`src/rtl/uart_bridge_pkg.sv`:
```
// rtl/uart_bridge_pkg.sv - shared types and defaults for the UART TX FIFO bridge
package uart_bridge_pkg;

    typedef enum logic [1:0] {
        IDLE      = 2'd0,
        WAIT_BUSY = 2'd1,
        WAIT_DONE = 2'd2
    } bridge_state_t;

    localparam logic [31:0] UART_TRIG_ADDR_DEF   = 32'd1600;
    localparam int          UART_FIFO_DEPTH_DEF  = 16;
    localparam int          UART_ACK_TIMEOUT_DEF = 15;

endpackage

```
`src/rtl/uart_sync_fifo.sv`:
```
// rtl/uart_sync_fifo.sv - single-clock FIFO that drops pushes arriving while full
module uart_sync_fifo #(
    parameter int WIDTH = 8,
    parameter int DEPTH = 16,
    localparam int AW = $clog2(DEPTH),
    localparam int CW = AW + 1
) (
    input  logic             clk,
    input  logic             reset_n,
    input  logic             push,
    input  logic [WIDTH-1:0] push_data,
    input  logic             pop,
    output logic [WIDTH-1:0] pop_data,
    output logic             full,
    output logic             empty,
    output logic [CW-1:0]    count,
    output logic             drop
);

    logic [WIDTH-1:0] mem [DEPTH];
    logic [AW-1:0]    wr_ptr;
    logic [AW-1:0]    rd_ptr;
    logic [CW-1:0]    count_nxt;
    logic             do_push;
    logic             do_pop;

    // A pop frees a slot in the same cycle, so a push at full is accepted alongside it.
    assign do_pop   = pop && !empty;
    assign do_push  = push && (!full || do_pop);
    assign drop     = push && !do_push;
    assign pop_data = mem[rd_ptr];

    always_comb begin
        count_nxt = count;
        case ({do_push, do_pop})
            2'b10:   count_nxt = count + CW'(1);
            2'b01:   count_nxt = count - CW'(1);
            default: count_nxt = count;
        endcase
    end

    always_ff @(posedge clk) begin
        if (do_push) begin
            mem[wr_ptr] <= push_data;
        end
    end

    always_ff @(posedge clk or negedge reset_n) begin
        if (!reset_n) begin
            wr_ptr <= '0;
            rd_ptr <= '0;
            count  <= '0;
            full   <= 1'b0;
            empty  <= 1'b1;
        end else begin
            if (do_push) begin
                wr_ptr <= wr_ptr + AW'(1);
            end
            if (do_pop) begin
                rd_ptr <= rd_ptr + AW'(1);
            end
            count <= count_nxt;
            full  <= (count_nxt == CW'(DEPTH));
            empty <= (count_nxt == '0);
        end
    end

endmodule

```
`src/rtl/uart_tx_fifo_bridge.sv`:
```
// rtl/uart_tx_fifo_bridge.sv - queues core UART writes and paces loads into the transmitter
module uart_tx_fifo_bridge
    import uart_bridge_pkg::*;
#(
    parameter int          DEPTH       = UART_FIFO_DEPTH_DEF,
    parameter logic [31:0] TRIG_ADDR   = UART_TRIG_ADDR_DEF,
    parameter int          ACK_TIMEOUT = UART_ACK_TIMEOUT_DEF,
    localparam int CW = $clog2(DEPTH) + 1
) (
    input  logic          clk,
    input  logic          reset_n,
    input  logic [31:0]   alu_out,
    input  logic          wr_valid,
    input  logic [7:0]    wr_data,
    input  logic          tx_busy,
    output logic          tx_load,
    output logic [7:0]    tx_data,
    output logic          fifo_full,
    output logic          fifo_empty,
    output logic [CW-1:0] fifo_count,
    output logic          overflow,
    input  logic          clr_overflow
);

    localparam int TW = $clog2(ACK_TIMEOUT + 1);

    bridge_state_t state;
    bridge_state_t state_nxt;
    logic [TW-1:0] to_cnt;
    logic [TW-1:0] to_cnt_nxt;
    logic          match;
    logic          match_q;
    logic          push;
    logic          pop;
    logic [7:0]    pop_data;
    logic          fifo_drop;

    // Only the first cycle of a (possibly long) store strobe enqueues a byte.
    assign match = (alu_out == TRIG_ADDR) && wr_valid;
    assign push  = match && !match_q;

    uart_sync_fifo #(
        .WIDTH (8),
        .DEPTH (DEPTH)
    ) u_fifo (
        .clk       (clk),
        .reset_n   (reset_n),
        .push      (push),
        .push_data (wr_data),
        .pop       (pop),
        .pop_data  (pop_data),
        .full      (fifo_full),
        .empty     (fifo_empty),
        .count     (fifo_count),
        .drop      (fifo_drop)
    );

    always_comb begin
        state_nxt  = state;
        to_cnt_nxt = '0;
        pop        = 1'b0;
        case (state)
            IDLE: begin
                if (!fifo_empty && !tx_busy) begin
                    pop       = 1'b1;
                    state_nxt = WAIT_BUSY;
                end
            end
            WAIT_BUSY: begin
                // A transmitter that never acknowledges still consumes the byte.
                if (tx_busy) begin
                    state_nxt = WAIT_DONE;
                end else if (to_cnt == TW'(ACK_TIMEOUT - 1)) begin
                    state_nxt = IDLE;
                end else begin
                    to_cnt_nxt = to_cnt + TW'(1);
                end
            end
            WAIT_DONE: begin
                if (!tx_busy) begin
                    state_nxt = IDLE;
                end
            end
            default: state_nxt = IDLE;
        endcase
    end

    always_ff @(posedge clk or negedge reset_n) begin
        if (!reset_n) begin
            state    <= IDLE;
            to_cnt   <= '0;
            match_q  <= 1'b0;
            tx_load  <= 1'b0;
            tx_data  <= 8'h00;
            overflow <= 1'b0;
        end else begin
            state    <= state_nxt;
            to_cnt   <= to_cnt_nxt;
            match_q  <= match;
            tx_load  <= pop;
            if (pop) begin
                tx_data <= pop_data;
            end
            overflow <= fifo_drop || (overflow && !clr_overflow);
        end
    end

endmodule

```
`config.mk`:
```
export PLATFORM = sky130hd
export DESIGN_NAME = uart_tx_fifo_bridge
export DESIGN_NICKNAME = d
export VERILOG_FILES = /design/src/rtl/uart_bridge_pkg.sv /design/src/rtl/uart_sync_fifo.sv /design/src/rtl/uart_tx_fifo_bridge.sv
export SDC_FILE = /design/constraint.sdc
export NUM_CORES = 1
export LEC_CHECK = 0
export ABC_AREA = 0
export ABC_CLOCK_PERIOD_IN_PS = 8700
export CORE_MARGIN = 2
export CORE_UTILIZATION = 60
export DETAILED_ROUTE_END_ITERATION = 7
export PLACE_DENSITY = 0.88
export SYNTH_ARGS = -nofsm -noshare
export SYNTH_HDL_FRONTEND = slang
export SYNTH_SLANG_ARGS = --single-unit
```
`constraint.sdc`:
```
create_clock -name clk -period 8.7 [get_ports clk]
set_input_delay 2.61 -clock clk [delete_from_list [all_inputs] [get_ports clk]]
set_output_delay 2.61 -clock clk [all_outputs]
set_load 0.02 [all_outputs]
```
# Word-level counts from Yosys, hierarchy flattened
# Memories as Yosys holds them, arrays and structs flattened. A register that Yosys moved wholly into a read port is not among the register bits.
# Index checks and enable logic that the tools add are counted.
word_totals:
  ram_bits: 128
  regBits: 24
  out_inout_bits: 17
  memories: 1
classes:
  n_reduce_logical: 19
  eq_ne: 10
  mux: 13
  add_sub_neg: 5
mem_list:
  columns: ["name", "words", "width", "rd", "rd_ports_with_merged_regs", "write_ports", "line", "rtl"]
  rows:
  - ["u_fifo.mem", 16, 8, 1, 1, 1, "uart_sync_fifo.sv:20", "logic [WIDTH-1:0] mem [DEPTH];"]
op_table:
  columns: ["op", "count"]
  rows:
  - ["== test 32 x 11 -> 1 bit, second input constant", 1]
  - ["adder 4 x 1 -> 4 bit, second input constant", 3]
  - ["2-to-1 mux 4 bit", 3]
  - ["case mux 5 bit (2 select lines)", 1]
  - ["2-to-1 mux 2 bit", 4]
  - ["logical AND 1 bit", 7]
  - ["logical NOT 1 bit", 7]
  - ["case mux 2 bit (3 select lines)", 1]
  - ["adder 5 x 1 -> 5 bit, second input constant", 1]
  - ["== test 5 bit, second input constant", 1]
  - ["logical NOT 5 bit", 1]
  - ["subtractor 5 x 1 -> 5 bit, second input constant", 1]
  - ["== test 2 x 1 -> 1 bit, second input constant", 2]
  - ["== test 2 bit, second input constant", 2]
  - ["== test 4 bit, second input constant", 1]
  - ["2-to-1 mux 1 bit", 4]
  - ["!= test 2 bit, second input constant", 2]
  - ["!= test 3 bit, second input constant", 1]
  - ["AND reduction 3 bit", 1]
  - ["logical NOT 2 bit", 1]
  - ["logical OR 1 bit", 2]

# Longest topological paths before layout
# Gate-level depths: netlist of run 1.
logic_depth:
  depth_word: 10
  mapped_depth: 10
  depth_no_buf: 9

# By module
# Synthesis of run 1 repeated with hierarchy kept, for this count alone.
unflattened:
  cells_unflattened: 344
  area_unflattened_um2: 6686.4
modules_own_cells:
  columns: ["module", "area_each_um2", "cells_per_inst", "n_inst"]
  rows:
  - ["uart_sync_fifo", 5949.5, 286, 1]
  - ["uart_tx_fifo_bridge", 737.0, 58, 1]

# Worst setup path before layout of run 1
# OpenSTA, ideal clock, no wires.
synth_timing:
  kind: "input-to-reg"
  startpoint: "input tx_busy"
  endpoint: "register u_fifo.empty"
  t_arrival_ps: 5287
  setup_ps: 96
  slack_ps: 3317
  required_time_ps: 8604
  stages: 10
  path_cell_list: "o41a_1 nor2_1 or4b_1 buf_2 ha_1 fa_1 a21o_1 a2111oi_0 nand4b_1 nor4bb_1"
synth_between:
  elab_chain_cells: 10
synth_rtl:
  columns: ["item", "line", "rtl"]
  rows:
  - ["from (decl)", "uart_tx_fifo_bridge.sv:15", "input logic tx_busy,"]
  - ["logical NOT 1 bit *", null, null]
  - ["logical AND 1 bit *", "uart_tx_fifo_bridge.sv:64", "if (!fifo_empty && !tx_busy) begin"]
  - ["2-to-1 mux 1 bit *", "uart_tx_fifo_bridge.sv:64", null]
  - ["2-to-1 mux 1 bit *", "uart_tx_fifo_bridge.sv:62", "case (state)"]
  - ["logical AND 1 bit *", "uart_sync_fifo.sv:28", "assign do_pop = pop && !empty;"]
  - ["logical OR 1 bit", "uart_sync_fifo.sv:29", "assign do_push = push && (!full || do_pop);"]
  - ["logical AND 1 bit", "uart_sync_fifo.sv:29", null]
  - ["== test 2 x 1 -> 1 bit or == test 2 bit (tied branches)", "uart_sync_fifo.sv:35", "case ({do_push, do_pop})"]
  - ["case mux 5 bit (2 select lines) *", "uart_sync_fifo.sv:35", null]
  - ["logical NOT 5 bit *", "uart_sync_fifo.sv:64", "empty <= (count_nxt == '0);"]
  - ["to (signal assigned)", "uart_sync_fifo.sv:64", null]
  - ["to (decl)", "uart_sync_fifo.sv:15", "output logic empty,"]
# Every way passes the cells marked *; elsewhere a longest branch is shown, timed or not.
# A chain may end at the register's enable or synchronous reset.

# Worst setup path after layout of run 1
# Same ends and word-level chain as after synthesis.

==> results of run 1 <==
-- power breakdown --
part	switching (mW)	internal, mW
clock network	0.301	0.410
logic	0.387	0.332
registers	0.0502	0.882
-- layout by cell type (no fill, tap or decap), drive strengths merged, types with 13 or more instances in the layout --
master	count
buf	13
clkbuf	19
clkdlybuf4s50	61
dfrtp	31
edfxtp	128
mux2i	17
mux4	32
nand2	16
nor2	15
nor4	18
-- per-stage QoR --
step                utilization [%]  power (mW)  hold slack (ns)
floorplan                         -        1.41            0.455
global placement               69.3        1.60            0.473
detailed placement             69.3        1.63            0.478
CTS                            74.6        2.36            0.506
global route                   74.6        2.44            0.529
finish                         74.6        2.36            0.503
-- synth_stat cells, types with 2 or more instances --
master,instances,area share (%)
inv_1,9,0.52
clkbuf_1,7,0.40
nand2b_1,6,0.57
xnor2_1,6,0.80
nand4_1,3,0.29
a211o_1,2,0.27
ha_1,11,2.1
nor4b_1,2,0.27
nand3_1,6,0.46
nor4bb_1,2,0.31
or2_2,2,0.19
o221ai_1,5,0.67
o21ai_0,2,0.15
nand2_1,16,0.92
dfrtp_1,31,12
or3_1,4,0.38
mux4_2,32,11
nor2_1,15,0.86
a21oi_1,4,0.31
mux2i_1,17,2.6
edfxtp_1,128,59
nor4_1,18,1.7
xor2_1,5,0.67
nor3_1,6,0.46
nor3b_1,2,0.23
buf_2,9,0.69
-- final timing paths --
path	startpoint	endpoint	depth (start not counted)
setup / recovery	tx_busy	u_fifo.empty	10
hold / removal	to_cnt[0]	to_cnt[0]	1
setup reg to reg	state[0]	u_fifo.empty	9
hold reg to reg	to_cnt[0]	to_cnt[0]	1
max in group asynchronous	reset_n	u_fifo.empty	2
min in group asynchronous	reset_n	u_fifo.count[4]	2
-- final cells by class --
cell class | count | share of cell area, %
clock buffer | 19 | 5.26
clock inverter | 13 | 1.75
inverter | 10 | 0.468
multi-input combinational | 181 | 23.6
sequential | 160 | 57.9
tap | 140 | 2.18
timing repair buffer | 74 | 8.83
-- critical path, delay by kind of cell --
family,cells,cell delay (ns)
and+or+nand+nor,3,1.19
AOI/OAI and AO/OA,3,1.16
adders and majority gates,2,0.88
buffers and inverters,1,0.45
muxes,1,0.33
-- flip-flops by register name (all words and copies together) (netlist names) --
register	cells
u_fifo.full	1
u_fifo.empty	1
u_fifo.wr_ptr	4
tx_data	8
to_cnt	4
state	2
overflow	1
u_fifo.count	5
u_fifo.mem	128
u_fifo.rd_ptr	4
tx_load	1
match_q	1
-- cells by family (layout without fill, tap and decap cells) --
kind of cell | count (synthesis) | count (layout) | share of synthesized area (%)
buffers and inverters | 27 | 116 | 1.72
and+or+nand+nor | 87 | 87 | 7.25
DFF | 160 | 160 | 70.9
muxes | 51 | 51 | 14.0
adders and majority gates | 12 | 12 | 2.40
AOI/OAI and AO/OA | 20 | 20 | 2.31
xor gates and xnor gates | 11 | 11 | 1.47
-- per-layer routing --
metal / vias to the layer above / global-route usage (%) / part of all wire [%]
met5: - / 0 / 0
met4: 0 / 10.3 / 3.0
met3: 51 / 6.51 / 7.3
met2: 224 / 47.5 / 52
met1: 2036 / 36.7 / 37
li1: 1632 / - / -
==> reports/qor.yml, run 1 <==
outcome: "finished, final reports clean"
final-instance-count-excl-fill: 597
cts_hold_buf: 0
gr-total-overflow: 0
power_leakage_nw: 2.79
ant_nets: 0
worst-slew-pin-transition_ns: 1.21
achievable-frequency_mhz: 162
share_of_post_route_cells_with_drive_strength_above_1_pct: 20.4
synth.yosys.seq_area_share_pct: 70.9
coreArea_sq_um: 10700
iteration_0_drc_markers: 415
boundaryPins: 62
netlist-cell-type-count: 44
path_cells: "clkdlybuf4s50_1 > o41a_1 > nor2_1 > or4b_1 > ha_1 > fa_1 > a21o_1 > a21oi_1 > mux2i_1 > nor4bb_1"
dpl.cell_count: 565
num-fill-cells: 579
route.detailed.wl_per_inst_microns: 26.1
cts_post_setup_buffers_inserted: 0
worstSkewPairLatency_ns: 0.53
placed_cell_area_sq_um: 7450
crit_path_top_delay_cell: "o41a_1"
gpl.final_weighted_congestion: 0.792
syn_nets: 425
first_global_vias: 3986
vias_per_cell: 6.60
worst_ep_required_time_ns: 9.14
r2r_setup_slack_ns: 4.64
synthCells: 368
grt_start_max_net_pins: 35
layout_nets: 501
grt_usage_pct: 28.4
async_reset_ff_share_pct: 20.0
placement_rows: 38
synth-edff-count: 128
post_cts_sizing_count: 0
final_hold_viol_count: 0
area.growth.synth_to_final_pct: 22.3
end_kind: "flop"
fin_crit_sh_pct: 71.0
post-route-cell-area_sq_um: 8020
route.detailed.drc: 0
fin_ws_ns: 2.53
multi_input_comb_area_sq_um: 1890
initial_utilization_pct: 61.0
period_needed_ns: 6.17
grt_antenna_before_repair: 0
crit_path_max_fanout: 15
worst_path_largest_cell_delay_ns: 0.76
cts_root_buffer: "clkbuf_8"
final-setup-viol-count: 0
cts.clk_slew.worst_paths_ns: 0.06
reg_area_sq_um: 4650
detailed_place_hpwl_mm: 8.83
number_of_synthesized_register_bits: 160
routed_wirelength_mm: 15.6
die_span_x_microns: 109
cts_inserted_buffers: 17
peakVddDrop_mv: 0.369
totalNegativeSetupSlack_ns: 0
antenna-diode-count: 0
clock_sinks: 160
buffer_ports.inserted: 61
criticalPathCategory: "input pin to flop"
worstSetupStartpointType: "input pin"
yosysWarningCount: 0
height_of_the_die_microns: 109
setup_clock_skew_after_layout_ns: 0.0117
vias: 3943
mappedNetlistArea_sq_um: 6560
clock_tree_from_tritoncts: "built"
drt_first_pass_iters: 5
slew_headroom_pct: 18.4
grt_first_pass_wirelength_mm: 23.4
clock_tree.htree_level_count: 4
floorplan.die_area_sq_um: 11800
setup_repair_after_global_routing_missed_its_margin: "false"
hold_class: "flop to flop"
clk_path_buf_depth: 2
critical_path_arrival_ns: 6.61
postSynth.topFlopCell: "edfxtp_1"
detailedPlace.worstSlack_ns: 2.15
cap_viol_max_count: 0
total_count_of_max_transition_violations_in_the_final_report: 0
synth_area_per_cell_sq_um: 17.8
power_density_nw_per_um2: 295
(Power assumes the default switching activity.)
==> run 2, diff against run 1 <==
- ABC_CLOCK_PERIOD_IN_PS: 8700 -> 5570
- CORE_UTILIZATION: 60 -> 51
- PLACE_DENSITY: 0.88 -> 0.8
- clock period: 8.7 -> 5.57 ns (I/O delays scaled with it)
==> reports/qor.yml, run 2 (same netlist as run 1, synthesis figures left out) <==
totalNegativeSetupSlack_ns: 0  # unchanged
detailed_place_hpwl_mm: 8.62  # -2.4%
path_cells: "clkdlybuf4s50_1 > nor4bb_1 > nand4_1 > or4b_1 > ha_1 > fa_1 > a21o_1 > a2111oi_0 > nand4b_1 > nor4bb_1"
end_kind: "flop"
rr_endpoint: "u_fifo.empty"
hold_class: "flop to flop"
achievable-frequency_mhz: 198
die_span_x_microns: 117  # +8.2%
first_global_vias: 3863  # -3.1%
vias: 3710  # -5.9%
critical_path_arrival_ns: 5.36  # -1.25 ns
boundaryPins: 62  # unchanged
clock_tree.htree_level_count: 4  # unchanged
post-route-cell-area_sq_um: 8110  # +1.1%
coreArea_sq_um: 12600  # +17%
route.detailed.drc: 0  # unchanged
grt_antenna_before_repair: 0  # unchanged
final_hold_viol_count: 0  # unchanged
vias_per_cell: 5.82  # -12%
timing.critical_path.mode_cell: "nor4bb_1"
setup_repair_after_global_routing_missed_its_margin: "false"
cts_inserted_buffers: 17  # unchanged
r2r_start: "state[1]"
p_sw_mw: 1.10  # +49%
setup_clock_skew_after_layout_ns: 0.00689  # -0.00480 ns
fin_crit_sh_pct: 90.6
power.sequential.fraction_pct: 40.3  # +0.8 points
timing.critical_path.buf_inv: 1  # unchanged
top_register: "u_fifo.mem"
buffer_ports.inserted: 61  # unchanged
final_core_utilization_pct: 64.5  # -10 points
worst-slew-pin-transition_ns: 0.715  # -0.499 ns
r2r_setup_slack_ns: 1.86  # -2.78 ns
ant_nets: 0  # unchanged
layout_nets: 510  # +1.8%
critical-path-top-delay-family: "simple AND/OR/NAND/NOR gates"
grt_first_pass_wirelength_mm: 21.3  # -9.2%
final-instance-count-excl-fill: 638  # +6.9%
antenna-diode-count: 0  # unchanged
peakVddDrop_mv: 0.225  # -39%
gr-total-overflow: 0  # unchanged
route.detailed.wl_per_inst_microns: 21.2  # -19%
internal_mw: 2.52  # +55%
gpl.final_weighted_congestion: 0.793  # +0.10%
cts_root_buffer: "clkbuf_16"
clk_path_buf_depth: 2  # unchanged
cts.clk_slew.worst_paths_ns: 0.06  # about the same
initial_utilization_pct: 52.2  # -8.9 points
cts_hold_buf: 0  # unchanged
largest_register_ffs: 128  # unchanged
total_count_of_max_transition_violations_in_the_final_report: 0  # unchanged
hold_path.startpoint: "tx_data[5]"
worstHoldPathCells: 1  # unchanged
reg_top3: "u_fifo.mem x128, tx_data x8, u_fifo.count x5"
cap_viol_max_count: 0  # unchanged
final-setup-viol-count: 0  # unchanged
dpl.cell_count: 606  # +7.3%
share_of_post_route_cells_with_drive_strength_above_1_pct: 21.7  # +1.3 points
placed_cell_area_sq_um: 7550  # +1.3%
clock_tree_from_tritoncts: "built"
grt_start_max_net_pins: 35  # unchanged
worst_ep_required_time_ns: 5.88  # -3.26 ns
detailedPlace.worstSlack_ns: 0.202  # -1.95 ns
p_comb_share_pct: 29.7  # -0.7 points
routed_wirelength_mm: 13.5  # -13%
fin_ws_ns: 0.521  # -2.00 ns
worstSetupStartpointType: "input pin"
worst_path_largest_cell_delay_ns: 0.73  # -0.03 ns
height_of_the_die_microns: 117  # +8.2%
commonest_cells_after_routing_fill_and_taps_aside: "edfxtp_1 (128), clkdlybuf4s50_1 (61), mux4_2 (32)"
grt_usage_pct: 20.5  # -7.9 points
period_needed_ns: 5.05
clock_sinks: 160  # unchanged
floorplan.die_area_sq_um: 13800  # +17%
hold_path_end: "tx_data[5]"
reg2regPathDepth: 9  # unchanged
placement_rows: 41  # +7.9%
crit_path_max_fanout: 7  # -8
criticalPathCategory: "input pin to flop"
iteration_0_drc_markers: 352  # -15%
clkPwrFrac_pct: 30.0  # about the same
crit_path_top_delay_cell: "or4b_1"
cts_post_setup_buffers_inserted: 0  # unchanged
switching_fraction_of_total_power_pct: 30.4  # -0.85 points
area.growth.synth_to_final_pct: 23.6
power_density_nw_per_um2: 447  # +52%
worstSkewPairLatency_ns: 0.42  # -0.11 ns
drt_first_pass_iters: 5  # unchanged
power_leakage_nw: 2.84  # +1.7%
outcome: "finished, final reports clean"
mostFrequentLayoutCell: "edfxtp_1"
post_cts_sizing_count: 0  # unchanged
slew_headroom_pct: 52.3  # +34 points
==> run 2: cell types whose count changed in the layout (fill, tap and decap cells not counted), sizes merged <==
| cell | before | now |
|---|---|---|
| clkbuf | 19 | 18 |
| clkinv | 8 | 7 |
| buf | 13 | 22 |
| inv | 11 | 14 |
| bufinv | 2 | 1 |
==> run 2: area by class of cell <==
type / instances / area, sq um
Clock inverter: 14 / 130
Multi-Input combinational cell: 181 / 1870
Sequential cell: 160 / 4650
Fill cell: 829 / 4460
Timing Repair Buffer: 83 / 776
Clock buffer: 18 / 429
Inverter: 10 / 37.5
Tap cell: 172 / 215
==> run 2: worst max path at each step <==
stage | from | to | slack, ns | cells past startpoint
2_1_floorplan | tx_busy | u_fifo.empty | 1.13 | 10
3_3_place_gp | alu_out[9] | u_fifo.empty | 0.53 | 10
3_5_place_dp | alu_out[9] | u_fifo.empty | 0.20 | 10
4_1_cts | alu_out[9] | u_fifo.empty | 0.63 | 10
5_1_grt | alu_out[9] | u_fifo.empty | 0.27 | 10
6_report | alu_out[9] | u_fifo.empty | 0.52 | 10
==> run 2: layer usage <==
| metal | part of all wire [%] | GRT usage (%) |
|---|---|---|
| met1 | 40 | 26.2 |
| met2 | 52 | 34.6 |
| met3 | 5.7 | 5.01 |
| met4 | 1.7 | 7.08 |
| met5 | 0 | 0 |
==> run 2: power by group through the flow <==
stage	Sequential, mW	Clock (mW)	Combinational [mW]
finish	1.46	1.09	1.07
global route	1.47	1.15	1.16
CTS	1.46	1.11	1.08
detailed placement	1.48	0	1.07
global placement	1.48	0	1.03
floorplan	1.52	0	0.683
==> run 2: worst reg2reg max path, stage by stage, from the launching register on <==
cell and delay (ns):
dfrtp_1 0.41, o41a_1 0.45, nor2_1 0.09, or4b_1 0.62
ha_1 0.37, fa_1 0.43, a21o_1 0.20, a2111oi_0 0.55
nand4b_1 0.23, nor4bb_1 0.27
==> run 2: per-stage QoR <==
step	total power [mW]	hold slack (ns)
2_1_floorplan	2.21	0.455
3_3_place_gp	2.51	0.467
3_5_place_dp	2.55	0.487
4_1_cts	3.65	0.497
5_1_grt	3.79	0.508
6_report	3.62	0.497
==> run 3, diff against run 2 <==
- ABC_CLOCK_PERIOD_IN_PS: 5570 -> 5420
- CORE_UTILIZATION: 51 -> 57
- PLACE_DENSITY: 0.8 -> 0.84
- clock period: 5.57 -> 5.42 ns (I/O delays scaled with it)
==> reports/qor.yml, run 3 (same netlist as run 1, synthesis figures left out) <==
rr_endpoint: "u_fifo.empty"
clock_tree.htree_level_count: 4  # unchanged
end_kind: "flop"
buffer_ports.inserted: 61  # unchanged
route.detailed.drc: 0  # unchanged
die_span_x_microns: 111  # -5.2%
worst_hold_slack_ns: 0.498  # +0.00100 ns
achievable-frequency_mhz: 207
outcome: "finished, final reports clean"
peakVddDrop_mv: 0.497  # +120%
routed_wirelength_mm: 15.1  # +12%
setup_repair_after_global_routing_missed_its_margin: "false"
iteration_0_drc_markers: 406  # +15%
groute.layer.met3.usage_pct: 5.63  # +0.62 points
worst_path_largest_cell_delay_ns: 0.55  # -0.18 ns
vias_per_cell: 6.42  # +10%
grt.busiest_layer: "met2"
antenna-diode-count: 0  # unchanged
num-fill-cells: 643  # -22%
setup_clock_skew_after_layout_ns: 0.00777  # +0.000880 ns
power_density_nw_per_um2: 472  # +5.7%
height_of_the_die_microns: 111  # -5.2%
final-instance-count-excl-fill: 610  # -4.4%
grt_antenna_before_repair: 0  # unchanged
final-setup-viol-count: 0  # unchanged
dpl.cell_count: 578  # -4.6%
largest_register_ffs: 128  # unchanged
ant_nets: 0  # unchanged
clk_path_buf_depth: 2  # unchanged
placement_rows: 39  # -4.9%
slew_headroom_pct: 50.9  # -1.4 points
hold_class: "flop to flop"
area.growth.synth_to_final_pct: 23.4
worst_ep_required_time_ns: 5.73  # -0.15 ns
route.detailed.wl_per_inst_microns: 24.8  # +17%
worstHoldPathCells: 1  # unchanged
cap_viol_max_count: 0  # unchanged
detailed_place_hpwl_mm: 8.90  # +3.2%
fin_crit_sh_pct: 89.1
startpoint: "alu_out[5]"
worstSetupStartpointType: "input pin"
gpl.final_weighted_congestion: 0.784  # -1.1%
totalNegativeSetupSlack_ns: 0  # unchanged
cts_inserted_buffers: 17  # unchanged
multi_input_comb_area_sq_um: 1870  # unchanged
hold_path.startpoint: "to_cnt[0]"
initial_utilization_pct: 57.9  # +5.7 points
vias: 3917  # +5.6%
total_count_of_max_transition_violations_in_the_final_report: 0  # unchanged
grt_start_max_net_pins: 35  # unchanged
first_global_vias: 4094  # +6.0%
globalRouteMet1Util_pct: 32.2  # +6.0 points
hold_path_end: "to_cnt[0]"
reg2regPathDepth: 9  # unchanged
commonest_cells_after_routing_fill_and_taps_aside: "edfxtp_1 (128), clkdlybuf4s50_1 (61), mux4_2 (32)"
worstSkewPairLatency_ns: 0.42  # about the same
grt_usage_pct: 25.6  # +5.1 points
floorplan.die_area_sq_um: 12400  # -10%
layout_nets: 511  # +0.20%
coreArea_sq_um: 11300  # -9.9%
post_cts_sizing_count: 0  # unchanged
reg_top3: "u_fifo.mem x128, tx_data x8, u_fifo.count x5"
grt_use_met2_pct: 44.3  # +9.8 points
final_hold_viol_count: 0  # unchanged
top_register: "u_fifo.mem"
r2r_setup_slack_ns: 1.92  # +0.06 ns
reg_area_sq_um: 4650  # unchanged
r2r_start: "state[1]"
criticalPathCategory: "input pin to flop"
worst-slew-pin-transition_ns: 0.736  # +0.0210 ns
cts_hold_buf: 0  # unchanged
power_leakage_nw: 2.84  # +0.26%
grt_first_pass_wirelength_mm: 23.4  # +10%
critical_path_arrival_ns: 5.14  # -0.22 ns
clock_sinks: 160  # unchanged
gr-total-overflow: 0  # unchanged
cts_root_buffer: "clkbuf_16"
drt_first_pass_iters: 5  # unchanged
boundaryPins: 62  # unchanged
share_of_post_route_cells_with_drive_strength_above_1_pct: 21.8  # +0.17 points
cts_post_setup_buffers_inserted: 0  # unchanged
cts.clk_slew.worst_paths_ns: 0.06  # about the same
crit_path_max_fanout: 7  # unchanged
period_needed_ns: 4.83
mostFrequentLayoutCell: "edfxtp_1"
crit_path_top_delay_cell: "or4b_1"
path_cells: "clkdlybuf4s50_1 > nor4b_1 > nand4_1 > or4b_1 > ha_1 > fa_1 > a21o_1 > a2111oi_0 > nand4b_1 > nor4bb_1"
clock_tree_from_tritoncts: "built"
-- run 3: final cells by class --
type | instances | area share (%)
tap | 143 | 2.21
clock buffer | 17 | 5.26
sequential | 160 | 57.4
timing repair buffer | 84 | 9.68
clock inverter | 15 | 1.82
inverter | 10 | 0.464
multi-input combinational | 181 | 23.1
-- run 3: worst max path at each step --
stage / cells after the start / slack, ns / endpoint
floorplan: 10 / 1.02 / u_fifo.empty
global placement: 10 / 0.57 / u_fifo.empty
detailed placement: 10 / 0.40 / u_fifo.empty
CTS: 10 / 0.68 / u_fifo.empty
global route: 10 / 0.45 / u_fifo.empty
finish: 10 / 0.59 / u_fifo.empty
-- run 3: report_power, final --
group	leakage, nW	internal [mW]	switching, mW
Clock	0.276	0.646	0.517
Combinational	1.01	0.538	0.607
Sequential	1.56	1.42	0.0975
-- run 3: through the flow --
| stage | worst slack [ns] | instance area, sq um | power (mW) | util, % |
|---|---|---|---|---|
| after floorplan | 1.02 | 6560 | 2.27 | - |
| after global placement | 0.567 | 7520 | 2.58 | 66.4 |
| after detailed placement | 0.396 | 7520 | 2.64 | 66.4 |
| after CTS | 0.681 | 8090 | 3.83 | 71.5 |
| after global routing | 0.445 | 8090 | 3.96 | 71.5 |
| final | 0.589 | 8090 | 3.82 | 71.5 |
-- run 3: per-layer routing --
| layer | vias up | wire [microns] | part of all wire [%] |
|---|---|---|---|
| li1 | 1645 | - | - |
| met1 | 1996 | 5550 | 37 |
| met2 | 234 | 8060 | 53 |
| met3 | 42 | 1120 | 7.4 |
| met4 | 0 | 381 | 2.5 |
| met5 | - | 0 | 0 |
-- run 3: critical path: cells and delay by family --
kind	cells	cell delay [ns]
AOI/OAI and AO/OA	2	0.70
adders and majority gates	2	0.77
buffers and inverters	1	0.41
and+or+nand+nor	5	1.63
